`src/rtl/fetch_pkg.sv`:
```
// fetch_pkg: shared widths, FIFO entry type and the default reset PC for the
// instruction fetch stage.
//   INST_W  - instruction word width
//   PC_W    - byte program-counter width
//   MEM_LAT - fixed read latency of memory port 0, in cycles
package fetch_pkg;

  localparam int unsigned INST_W  = 16;
  localparam int unsigned PC_W    = 16;
  localparam int unsigned MEM_LAT = 2;

  localparam logic [PC_W-1:0] DEFAULT_RESET_PC = 16'h0000;

  typedef struct packed {
    logic [INST_W-1:0] inst;
    logic [PC_W-1:0]   pc;
  } fetch_entry_t;

  // Instructions are halfword aligned, so bit 0 of any byte PC is forced to 0.
  function automatic logic [PC_W-1:0] pc_align(input logic [PC_W-1:0] a);
    return {a[PC_W-1:1], 1'b0};
  endfunction

endpackage

```
`src/rtl/fetch_if.sv`:
```
// fetch_if: bundles the memory read port 0, redirect request and the decode
// handshake of the fetch stage.
//   mem_raddr      - word address [15:1] to memory read port 0
//   mem_rdata      - memory read data, valid MEM_LAT cycles after the address
//   redirect_valid - one-cycle flush-and-restart pulse
//   redirect_pc    - restart byte PC (bit 0 ignored)
//   inst_valid     - inst_data/inst_pc hold a valid instruction
//   inst_ready     - decode accepts the current instruction
//   inst_data      - instruction word
//   inst_pc        - byte PC of inst_data
// modport master: the fetch unit; modport slave: memory/decode/branch side.
interface fetch_if;
  import fetch_pkg::*;

  logic [PC_W-2:0]   mem_raddr;
  logic [INST_W-1:0] mem_rdata;
  logic              redirect_valid;
  logic [PC_W-1:0]   redirect_pc;
  logic              inst_valid;
  logic              inst_ready;
  logic [INST_W-1:0] inst_data;
  logic [PC_W-1:0]   inst_pc;

  modport master (
    output mem_raddr, inst_valid, inst_data, inst_pc,
    input  mem_rdata, redirect_valid, redirect_pc, inst_ready
  );

  modport slave (
    input  mem_raddr, inst_valid, inst_data, inst_pc,
    output mem_rdata, redirect_valid, redirect_pc, inst_ready
  );

endinterface

```
`src/rtl/fetch_fifo.sv`:
```
// fetch_fifo: synchronous FIFO of fetch_entry_t used to buffer returned
// instruction words against decode back-pressure.
//   clk, rst_n - clock, asynchronous active-low reset
//   i_push     - write i_entry at the tail
//   i_pop      - drop the head entry (ignored when empty)
//   i_flush    - empty the FIFO; wins over push and pop
//   i_entry    - entry to write
//   o_count    - number of stored entries
//   o_empty    - no entries stored
//   o_head     - head entry, all zero while empty
module fetch_fifo
  import fetch_pkg::*;
#(
  parameter int unsigned DEPTH = 4
) (
  input  logic                   clk,
  input  logic                   rst_n,
  input  logic                   i_push,
  input  logic                   i_pop,
  input  logic                   i_flush,
  input  fetch_entry_t           i_entry,
  output logic [$clog2(DEPTH):0] o_count,
  output logic                   o_empty,
  output fetch_entry_t           o_head
);

  localparam int unsigned AW = $clog2(DEPTH);

  fetch_entry_t   r_mem [DEPTH];
  logic [AW-1:0]  r_wptr;
  logic [AW-1:0]  r_rptr;
  logic [AW:0]    r_count;
  logic           w_pop;

  assign w_pop = i_pop && (r_count != '0);

  always_ff @(posedge clk or negedge rst_n) begin
    if (!rst_n) begin
      r_wptr  <= '0;
      r_rptr  <= '0;
      r_count <= '0;
    end else if (i_flush) begin
      r_wptr  <= '0;
      r_rptr  <= '0;
      r_count <= '0;
    end else begin
      if (i_push) begin
        r_wptr <= r_wptr + 1'b1;
      end
      if (w_pop) begin
        r_rptr <= r_rptr + 1'b1;
      end
      if (i_push && !w_pop) begin
        r_count <= r_count + 1'b1;
      end else if (!i_push && w_pop) begin
        r_count <= r_count - 1'b1;
      end
    end
  end

  // Storage needs no reset: the head is masked to zero whenever empty.
  always_ff @(posedge clk) begin
    if (i_push && !i_flush) begin
      r_mem[r_wptr] <= i_entry;
    end
  end

  assign o_count = r_count;
  assign o_empty = (r_count == '0);
  assign o_head  = o_empty ? '0 : r_mem[r_rptr];

endmodule

```
`src/rtl/fetch_unit.sv`:
```
// fetch_unit: instruction fetch stage in front of memory read port 0. Issues
// one word read per cycle, tracks the two reads in the memory pipeline and
// buffers returned words so decode stalls never lose data. A redirect flushes
// everything in flight and buffered and restarts at the new PC.
//   clk   - clock, rising edge
//   rst_n - asynchronous active-low reset
//   fif   - fetch_if.master: memory port, redirect, decode handshake
// Parameters: RESET_PC (first byte PC after reset, bit 0 ignored),
//             DEPTH (output FIFO entries, power of 2, >= 4).
module fetch_unit
  import fetch_pkg::*;
#(
  parameter logic [PC_W-1:0] RESET_PC = DEFAULT_RESET_PC,
  parameter int unsigned     DEPTH    = 4
) (
  input  logic     clk,
  input  logic     rst_n,
  fetch_if.master  fif
);

  localparam int unsigned AW = $clog2(DEPTH);

  logic [PC_W-1:0] r_pc;
  logic            r_v0;
  logic [PC_W-1:0] r_pc0;
  logic            r_v1;
  logic [PC_W-1:0] r_pc1;

  logic [AW:0]     w_count;
  logic            w_empty;
  fetch_entry_t    w_head;
  fetch_entry_t    w_entry;
  logic [AW+1:0]   w_occ;
  logic            w_issue;
  logic            w_push;
  logic            w_pop;

  // Buffered plus in-flight words; a pop this cycle is deliberately not
  // credited, so the FIFO can never be overrun by words already requested.
  assign w_occ   = (AW+2)'(w_count) + (AW+2)'(r_v0) + (AW+2)'(r_v1);
  assign w_issue = !fif.redirect_valid && (w_occ < (AW+2)'(DEPTH));

  always_ff @(posedge clk or negedge rst_n) begin
    if (!rst_n) begin
      r_pc  <= pc_align(RESET_PC);
      r_v0  <= 1'b0;
      r_pc0 <= '0;
      r_v1  <= 1'b0;
      r_pc1 <= '0;
    end else begin
      if (fif.redirect_valid) begin
        r_pc <= pc_align(fif.redirect_pc);
      end else if (w_issue) begin
        r_pc <= r_pc + 16'd2;
      end
      // Stage 1 is the cycle the memory presents that word on mem_rdata.
      r_v0  <= w_issue;
      r_pc0 <= r_pc;
      r_v1  <= r_v0 && !fif.redirect_valid;
      r_pc1 <= r_pc0;
    end
  end

  assign w_push        = r_v1;
  assign w_pop         = !w_empty && fif.inst_ready;
  assign w_entry.inst  = fif.mem_rdata;
  assign w_entry.pc    = r_pc1;

  fetch_fifo #(
    .DEPTH (DEPTH)
  ) u_fifo (
    .clk     (clk),
    .rst_n   (rst_n),
    .i_push  (w_push),
    .i_pop   (w_pop),
    .i_flush (fif.redirect_valid),
    .i_entry (w_entry),
    .o_count (w_count),
    .o_empty (w_empty),
    .o_head  (w_head)
  );

  assign fif.mem_raddr  = r_pc[PC_W-1:1];
  assign fif.inst_valid = !w_empty;
  assign fif.inst_data  = w_head.inst;
  assign fif.inst_pc    = w_head.pc;

endmodule

```
`src/flat_wrapper.sv`:
```
// flat-port wrapper written by rule: the top's interface ports become plain ports
module fetch_unit_flat import fetch_pkg::*;
#(
  parameter logic [PC_W-1:0] RESET_PC = DEFAULT_RESET_PC,
  parameter int unsigned     DEPTH    = 4
)
  (clk, rst_n, fif_mem_raddr, fif_inst_valid, fif_inst_data, fif_inst_pc, fif_mem_rdata, fif_redirect_valid, fif_redirect_pc, fif_inst_ready);
  fetch_if fif_i ();
  input  logic clk;
  input  logic rst_n;
  output wire logic [$bits(fif_i.mem_raddr)-1:0] fif_mem_raddr;
  output wire logic [$bits(fif_i.inst_valid)-1:0] fif_inst_valid;
  output wire logic [$bits(fif_i.inst_data)-1:0] fif_inst_data;
  output wire logic [$bits(fif_i.inst_pc)-1:0] fif_inst_pc;
  input wire logic [$bits(fif_i.mem_rdata)-1:0] fif_mem_rdata;
  input wire logic [$bits(fif_i.redirect_valid)-1:0] fif_redirect_valid;
  input wire logic [$bits(fif_i.redirect_pc)-1:0] fif_redirect_pc;
  input wire logic [$bits(fif_i.inst_ready)-1:0] fif_inst_ready;
  assign fif_mem_raddr = fif_i.mem_raddr;
  assign fif_inst_valid = fif_i.inst_valid;
  assign fif_inst_data = fif_i.inst_data;
  assign fif_inst_pc = fif_i.inst_pc;
  assign fif_i.mem_rdata = fif_mem_rdata;
  assign fif_i.redirect_valid = fif_redirect_valid;
  assign fif_i.redirect_pc = fif_redirect_pc;
  assign fif_i.inst_ready = fif_inst_ready;
  fetch_unit #(.RESET_PC(RESET_PC), .DEPTH(DEPTH)) u_core (.clk(clk), .rst_n(rst_n), .fif(fif_i));
endmodule
```
`config.mk`:
```
export PLATFORM = sky130hd
export DESIGN_NAME = fetch_unit_flat
export DESIGN_NICKNAME = d
export VERILOG_FILES = /design/src/rtl/fetch_pkg.sv /design/src/rtl/fetch_if.sv /design/src/rtl/fetch_fifo.sv /design/src/rtl/fetch_unit.sv /design/src/flat_wrapper.sv
export SDC_FILE = /design/constraint.sdc
export NUM_CORES = 1
export LEC_CHECK = 0
export CORE_UTILIZATION = 40
export CTS_CLUSTER_DIAMETER = 100
export DETAILED_ROUTE_END_ITERATION = 10
export GPL_TIMING_DRIVEN = 0
export HOLD_SLACK_MARGIN = 0.12
export PLACE_DENSITY = 0.66
export SYNTH_ARGS = -nofsm -noshare
export SYNTH_HDL_FRONTEND = slang
export SYNTH_HIERARCHICAL = 1
export SYNTH_SLANG_ARGS = --single-unit
export TNS_END_PERCENT = 10
```
`constraint.sdc`:
```
create_clock -name clk -period 6.8 [get_ports clk]
set_input_delay 1.02 -clock clk [delete_from_list [all_inputs] [get_ports clk]]
set_output_delay 1.02 -clock clk [all_outputs]
set_load 0.02 [all_outputs]
```
==> impl_metrics.toml, run 1 <==
[status]
status = "complete, no violations"

[setup_path]
path_buf_inv = 3
cp.arrival_ps = 2460
critPathMaxStageDelay_ps = 540
crit_family = "buffers and inverters"
crit_path_end_kind = "output pin"
start_kind = "register"
worst-path-max-fanout = 10
crit_type = "reg2out"
crit_slowest_cell = "clkdlybuf4s50_1"
path_cells = "or3_1 -> buf_4 -> clkbuf_1 -> and2_1 -> clkdlybuf4s50_1"
worstPathRequired_ps = 5780

[clocking]
cts_sinks = 182
cts_root_buffer = "clkbuf_16"
cts_hold_buf = 0
path_clk_slew_ps = 60
postCtsSetupRepairBufs = 0
ctsResizeCount = 0
clock_path_buffers = 2
clk_latency_ps = 420
numCtsBuffers = 17
htreeDepth = 4
cts_tree = "yes"

[power_and_ir_drop]
leakagePower_nw = 3.12
powerDensity_mw_per_mm2 = 343
vdd_drop_max_mv = 0.188

[global_routing]
grt_use_total_pct = 15.9
grt_pass1_wl_um = 21400
grt_max_degree = 40
grt-ovfl-total = 0
grt_pass1_vias = 4062
antenna_found_initial = 0

[yosys]
synth.distinct_cells = 51
synth-seq-cells = 182
synth_edf_count = 128
synthTopCellsByArea = "edfxtp_1 (53%), dfrtp_1 (19%), mux4_2 (8.8%), and2_1 (3.4%), mux4_1 (1.5%)"
syn_area_mm2 = 0.00720
async_flop_share_pct = 29.7
synth-warning-count = 6
post_synth_inst_count = 410
yosysTopAreaCell = "edfxtp_1"
ys_seq_area_share_pct = 72.2
synth_top_area_share_pct = 53.4
ys.flop_type = "edfxtp_1"
synth_area_per_cell_um2 = 17.6

[timing]
tns_ps = 0
maxSlewViolCount = 0
finalCriticalPeriod_ps = 3480
hold_violations = 0
max_slew_margin_pct = 38.8
rsz0062_at_grt = "no"
setup_violations = 0
tightest_slew_ps = 918
finalCritPeriodShare_pct = 51.2
finClkSkew_ps = 7.00
fmax_mhz = 287
setup_ws_ps = 3320

[die]
fp.dieArea_mm2 = 0.0185
die_y_um = 136
start_util_pct = 41.3
io_pins = 84
core_mm2 = 0.0174
row_count = 48
fp.dieW_um = 136

[finish]
fillers = 1443
drive_above_1_share_pct = 14.6
finalNonFillerCells = 752
fin_nets = 557
multiInputGateArea_mm2 = 0.00181
regArea_mm2 = 0.00519
diodes = 0
synthToLayoutAreaGrowth_pct = 23.8

[placement]
dp_cells = 720
gp_congestion = 0.849
hpwl_um = 8460
place_ws_ps = 3390
io_buffers = 81

[route]
first_iter_violations = 226
drcViolationCount = 0
wirelength_um = 13300
final_antenna_net_count = 0
route.vias.total = 3826
first_pass_iters = 4
wl_per_cell_um = 17.7
via_per_inst = 5.09

[hold_path]
hp-class = "reg2reg"

[job]
cap_viol_max_count = 0
==> where the power goes <==
group | internal (W) | switching, W
Combinational | 0.000369 | 0.000380
Clock | 0.000573 | 0.000388
Sequential | 0.00128 | 0.0000678
==> cells by family (layout without fill, tap and decap cells) <==
kind of cell / Yosys count / count (layout) / share of synthesized area [%]
xor+xnor: 7 / 7 / 0.852
fa+ha+maj: 7 / 7 / 1.32
simple gates: 102 / 102 / 8.10
buf+inv: 36 / 150 / 2.89
mux: 35 / 35 / 10.7
flops: 182 / 182 / 72.2
compound gates: 40 / 40 / 3.93
other cells: 1 / 4 / 0.0521
==> layer usage <==
| metal | share of wire (%) | track usage (%) |
|---|---|---|
| met2 | 50 | 26.6 |
| met3 | 5.5 | 4.55 |
| met1 | 44 | 19.9 |
| met5 | 0 | 0 |
| met4 | 0.52 | 5.12 |
==> through the flow <==
| step | hold slack (ps) | area [um2] | total power, W | util, % |
|---|---|---|---|---|
| 3_3_place_gp | 333 | 8300 | 0.00211 | 47.7 |
| 3_5_place_dp | 335 | 8320 | 0.00213 | 47.8 |
| 6_report | 348 | 8910 | 0.00306 | 51.1 |
| 5_1_grt | 357 | 8910 | 0.00321 | 51.1 |
| 2_1_floorplan | 331 | 7210 | 0.00180 | - |
| 4_1_cts | 351 | 8910 | 0.00310 | 51.1 |
==> path summary, 6_finish.rpt <==
check                                         start                       end  slack (ps)  cells after the start
max                        u_core/u_fifo/o_count[1]          fif_inst_data[0]        3320                      5
min                                u_core/r_pc0[10]          u_core/r_pc1[10]         350                      0
max reg2reg                u_core/u_fifo/o_count[1]  u_core/u_fifo/o_count[2]        3950                     11
min reg2reg                        u_core/r_pc0[10]          u_core/r_pc1[10]         350                      0
max in group asynchronous                     rst_n  u_core/u_fifo/o_count[0]        5730                      2
min in group asynchronous                     rst_n           u_core/r_pc[11]         530                      1
==> synth_stat cells, drive strengths merged (4+ instances only) <==
| cell | n |
|---|---|
| xnor2 | 4 |
| nand2 | 12 |
| buf | 10 |
| ha | 6 |
| a21oi | 5 |
| clkbuf | 11 |
| dfrtp | 54 |
| nor2b | 6 |
| edfxtp | 128 |
| o21ai | 10 |
| nand3 | 10 |
| mux4 | 32 |
| nor4 | 4 |
| nor2 | 11 |
| o31a | 5 |
| and2 | 39 |
| inv | 15 |
==> final cells by class <==
type,instances,area share [%]
buffer,21,1.70
tap,225,3.16
sequential,182,58.3
clock buffer,18,4.82
timing repair buffer,82,9.27
clock inverter,14,1.78
inverter,15,0.632
multi-input combinational,195,20.3
==> registers in the layout (all words and copies together), names as in the netlist <==
signal / count
u_core/r_pc: 15
u_core/r_pc0: 15
u_core/r_pc1: 15
u_core/r_v0: 1
u_core/r_v1: 1
u_core/u_fifo/o_count: 3
u_core/u_fifo/r_mem: 128
u_core/u_fifo/r_rptr: 2
u_core/u_fifo/r_wptr: 2
==> cells in the final DEF, fill, tap and decap left out, types with 11 or more instances in the layout <==
cell type        netlist  final
inv_1                 14     14
clkbuf_1              11     12
and2_1                39     35
mux4_2                28     28
dfrtp_1               54     54
edfxtp_1             128    128
nor2_1                11     11
nand2_1               12     12
clkbuf_16              0     17
clkdlybuf4s50_1        0     80
(Power assumes the default switching activity.)
==> inputs of run 2 (changes only) <==
Clock period 6.8 ns to 3.35 ns, I/O delays scaled along.
==> run 2 against run 1 <==
Against the previous run: first-iteration DRC count increased by 0.88%; critical path depth unchanged; register-to-register slack got worse by 3500 ps; non-clock buffer count increased by 1; critical path type unchanged; count of clock-buffer cells in the layout unchanged; highest routed layer unchanged; largest power group unchanged; die area unchanged.
==> impl_metrics.toml, run 2 (same netlist as run 1, synthesis figures left out) <==
[setup_path]
cp.arrival_ps = 2470
reg2reg_setup_slack_ps = 500
start_kind = "register"
worst-path-max-fanout = 10
crit_path_end_kind = "output pin"
worstPathRequired_ps = 2850
crit_type = "reg2out"

[global_routing]
grt_use_total_pct = 15.9
grt_pass1_wl_um = 21500
grt_max_degree = 40
antenna_found_initial = 0
grt_pass1_vias = 4074
grt-ovfl-total = 0

[route]
wl_per_cell_um = 17.8
first_iter_violations = 228
wirelength_um = 13400
first_pass_iters = 4
route.vias.total = 3859
drcViolationCount = 0
final_antenna_net_count = 0
via_per_inst = 5.12

[clocking]
ctsResizeCount = 0
postCtsSetupRepairBufs = 0
clock_path_buffers = 2
htreeDepth = 4
clk_latency_ps = 420
cts_hold_buf = 1
cts_tree = "yes"
cts_root_buffer = "clkbuf_16"
cts_sinks = 182
path_clk_slew_ps = 60
numCtsBuffers = 17

[placement]
hpwl_um = 8460
io_buffers = 81
gp_congestion = 0.849

[job]
cap_viol_max_count = 0

[timing]
maxSlewViolCount = 0
hold_violations = 0
finClkSkew_ps = 6.87
max_slew_margin_pct = 38.3
fmax_mhz = 337
tightest_slew_ps = 926
tns_ps = 0
rsz0062_at_grt = "no"
setup_violations = 0
finalCriticalPeriod_ps = 2970
finalCritPeriodShare_pct = 88.6

[finish]
drive_above_1_share_pct = 14.6
fillers = 1445
regMostFlops = "u_core/u_fifo/r_mem"
largest_reg_flops = 128
final_common_cell = "edfxtp_1"
mostFrequentLayoutCells = "edfxtp_1 (128), clkdlybuf4s50_1 (80), dfrtp_1 (54), and2_1 (35), mux4_2 (28)"
diodes = 0
fin_nets = 558
synthToLayoutAreaGrowth_pct = 23.9

[die]
core_mm2 = 0.0174
io_pins = 84
fp.dieArea_mm2 = 0.0185
fp.dieW_um = 136
start_util_pct = 41.3
row_count = 48
die_y_um = 136

[power_and_ir_drop]
leakagePower_nw = 3.12
powerDensity_mw_per_mm2 = 697
total_power_w = 0.00621
vdd_drop_max_mv = 0.385

[status]
status = "complete, no violations"

[hold_path]
hp-class = "reg2reg"
[run 2: cell types whose count changed in the layout (fill, tap and decap cells not counted), sizes merged]
cell         before  now
dlygate4sd3       0    1
[run 2: layer usage]
metal  track usage [%]  part of all wire [%]  up-vias
met5                 0                     0        -
met3              4.55                   5.1       16
met4              5.12                   1.0        0
met1              19.9                    45     1959
met2              26.7                    49      110
li1                  -                     -     1774
[run 2: layout make-up]
class	instances	area (um2)	share of cell area (%)
Inverter	15	56.3	0.631
Tap cell	225	282	3.16
Sequential cell	182	5190	58.3
Multi-Input combinational cell	195	1810	20.3
Buffer	21	151	1.70
Clock buffer	18	429	4.81
Timing Repair Buffer	83	836	9.37
Clock inverter	14	159	1.78
[run 2: worst max-delay path: stages, from the launching register on]
cell and delay (ps):
dfrtp_1 490, or3_1 410, buf_4 170, clkbuf_1 230, and2_1 200, clkdlybuf4s50_1 540
[run 2: power by group]
part	switching, W	internal, W
Clock	0.000790	0.00116
Sequential	0.000138	0.00260
Combinational	0.000773	0.000751
Total	0.00170	0.00451
[run 2: per-stage QoR]
step / hold WS [ps] / worst slack [ps] / area, um2 / std cells / utilization [%]
finish: 348 / 380 / 8920 / 753 / 51.2
global route: 357 / 200 / 8920 / 753 / 51.2
CTS: 351 / 322 / 8920 / 753 / 51.2
detailed placement: 335 / 460 / 8320 / 720 / 47.8
global placement: 333 / 91.2 / 8300 / 719 / 47.7
floorplan: 207 / 889 / 7210 / 413 / -
[run 2: worst paths after layout]
| path | startpoint | to | cells past startpoint |
|---|---|---|---|
| setup / recovery | u_core/u_fifo/o_count[1] | fif_inst_data[0] | 5 |
| hold / removal | u_core/r_pc0[10] | u_core/r_pc1[10] | 0 |
| setup reg to reg | u_core/u_fifo/o_count[1] | u_core/u_fifo/o_count[2] | 11 |
| hold reg to reg | u_core/r_pc0[10] | u_core/r_pc1[10] | 0 |
| max in group asynchronous | rst_n | u_core/u_fifo/o_count[0] | 3 |
| min in group asynchronous | rst_n | u_core/r_pc[11] | 2 |
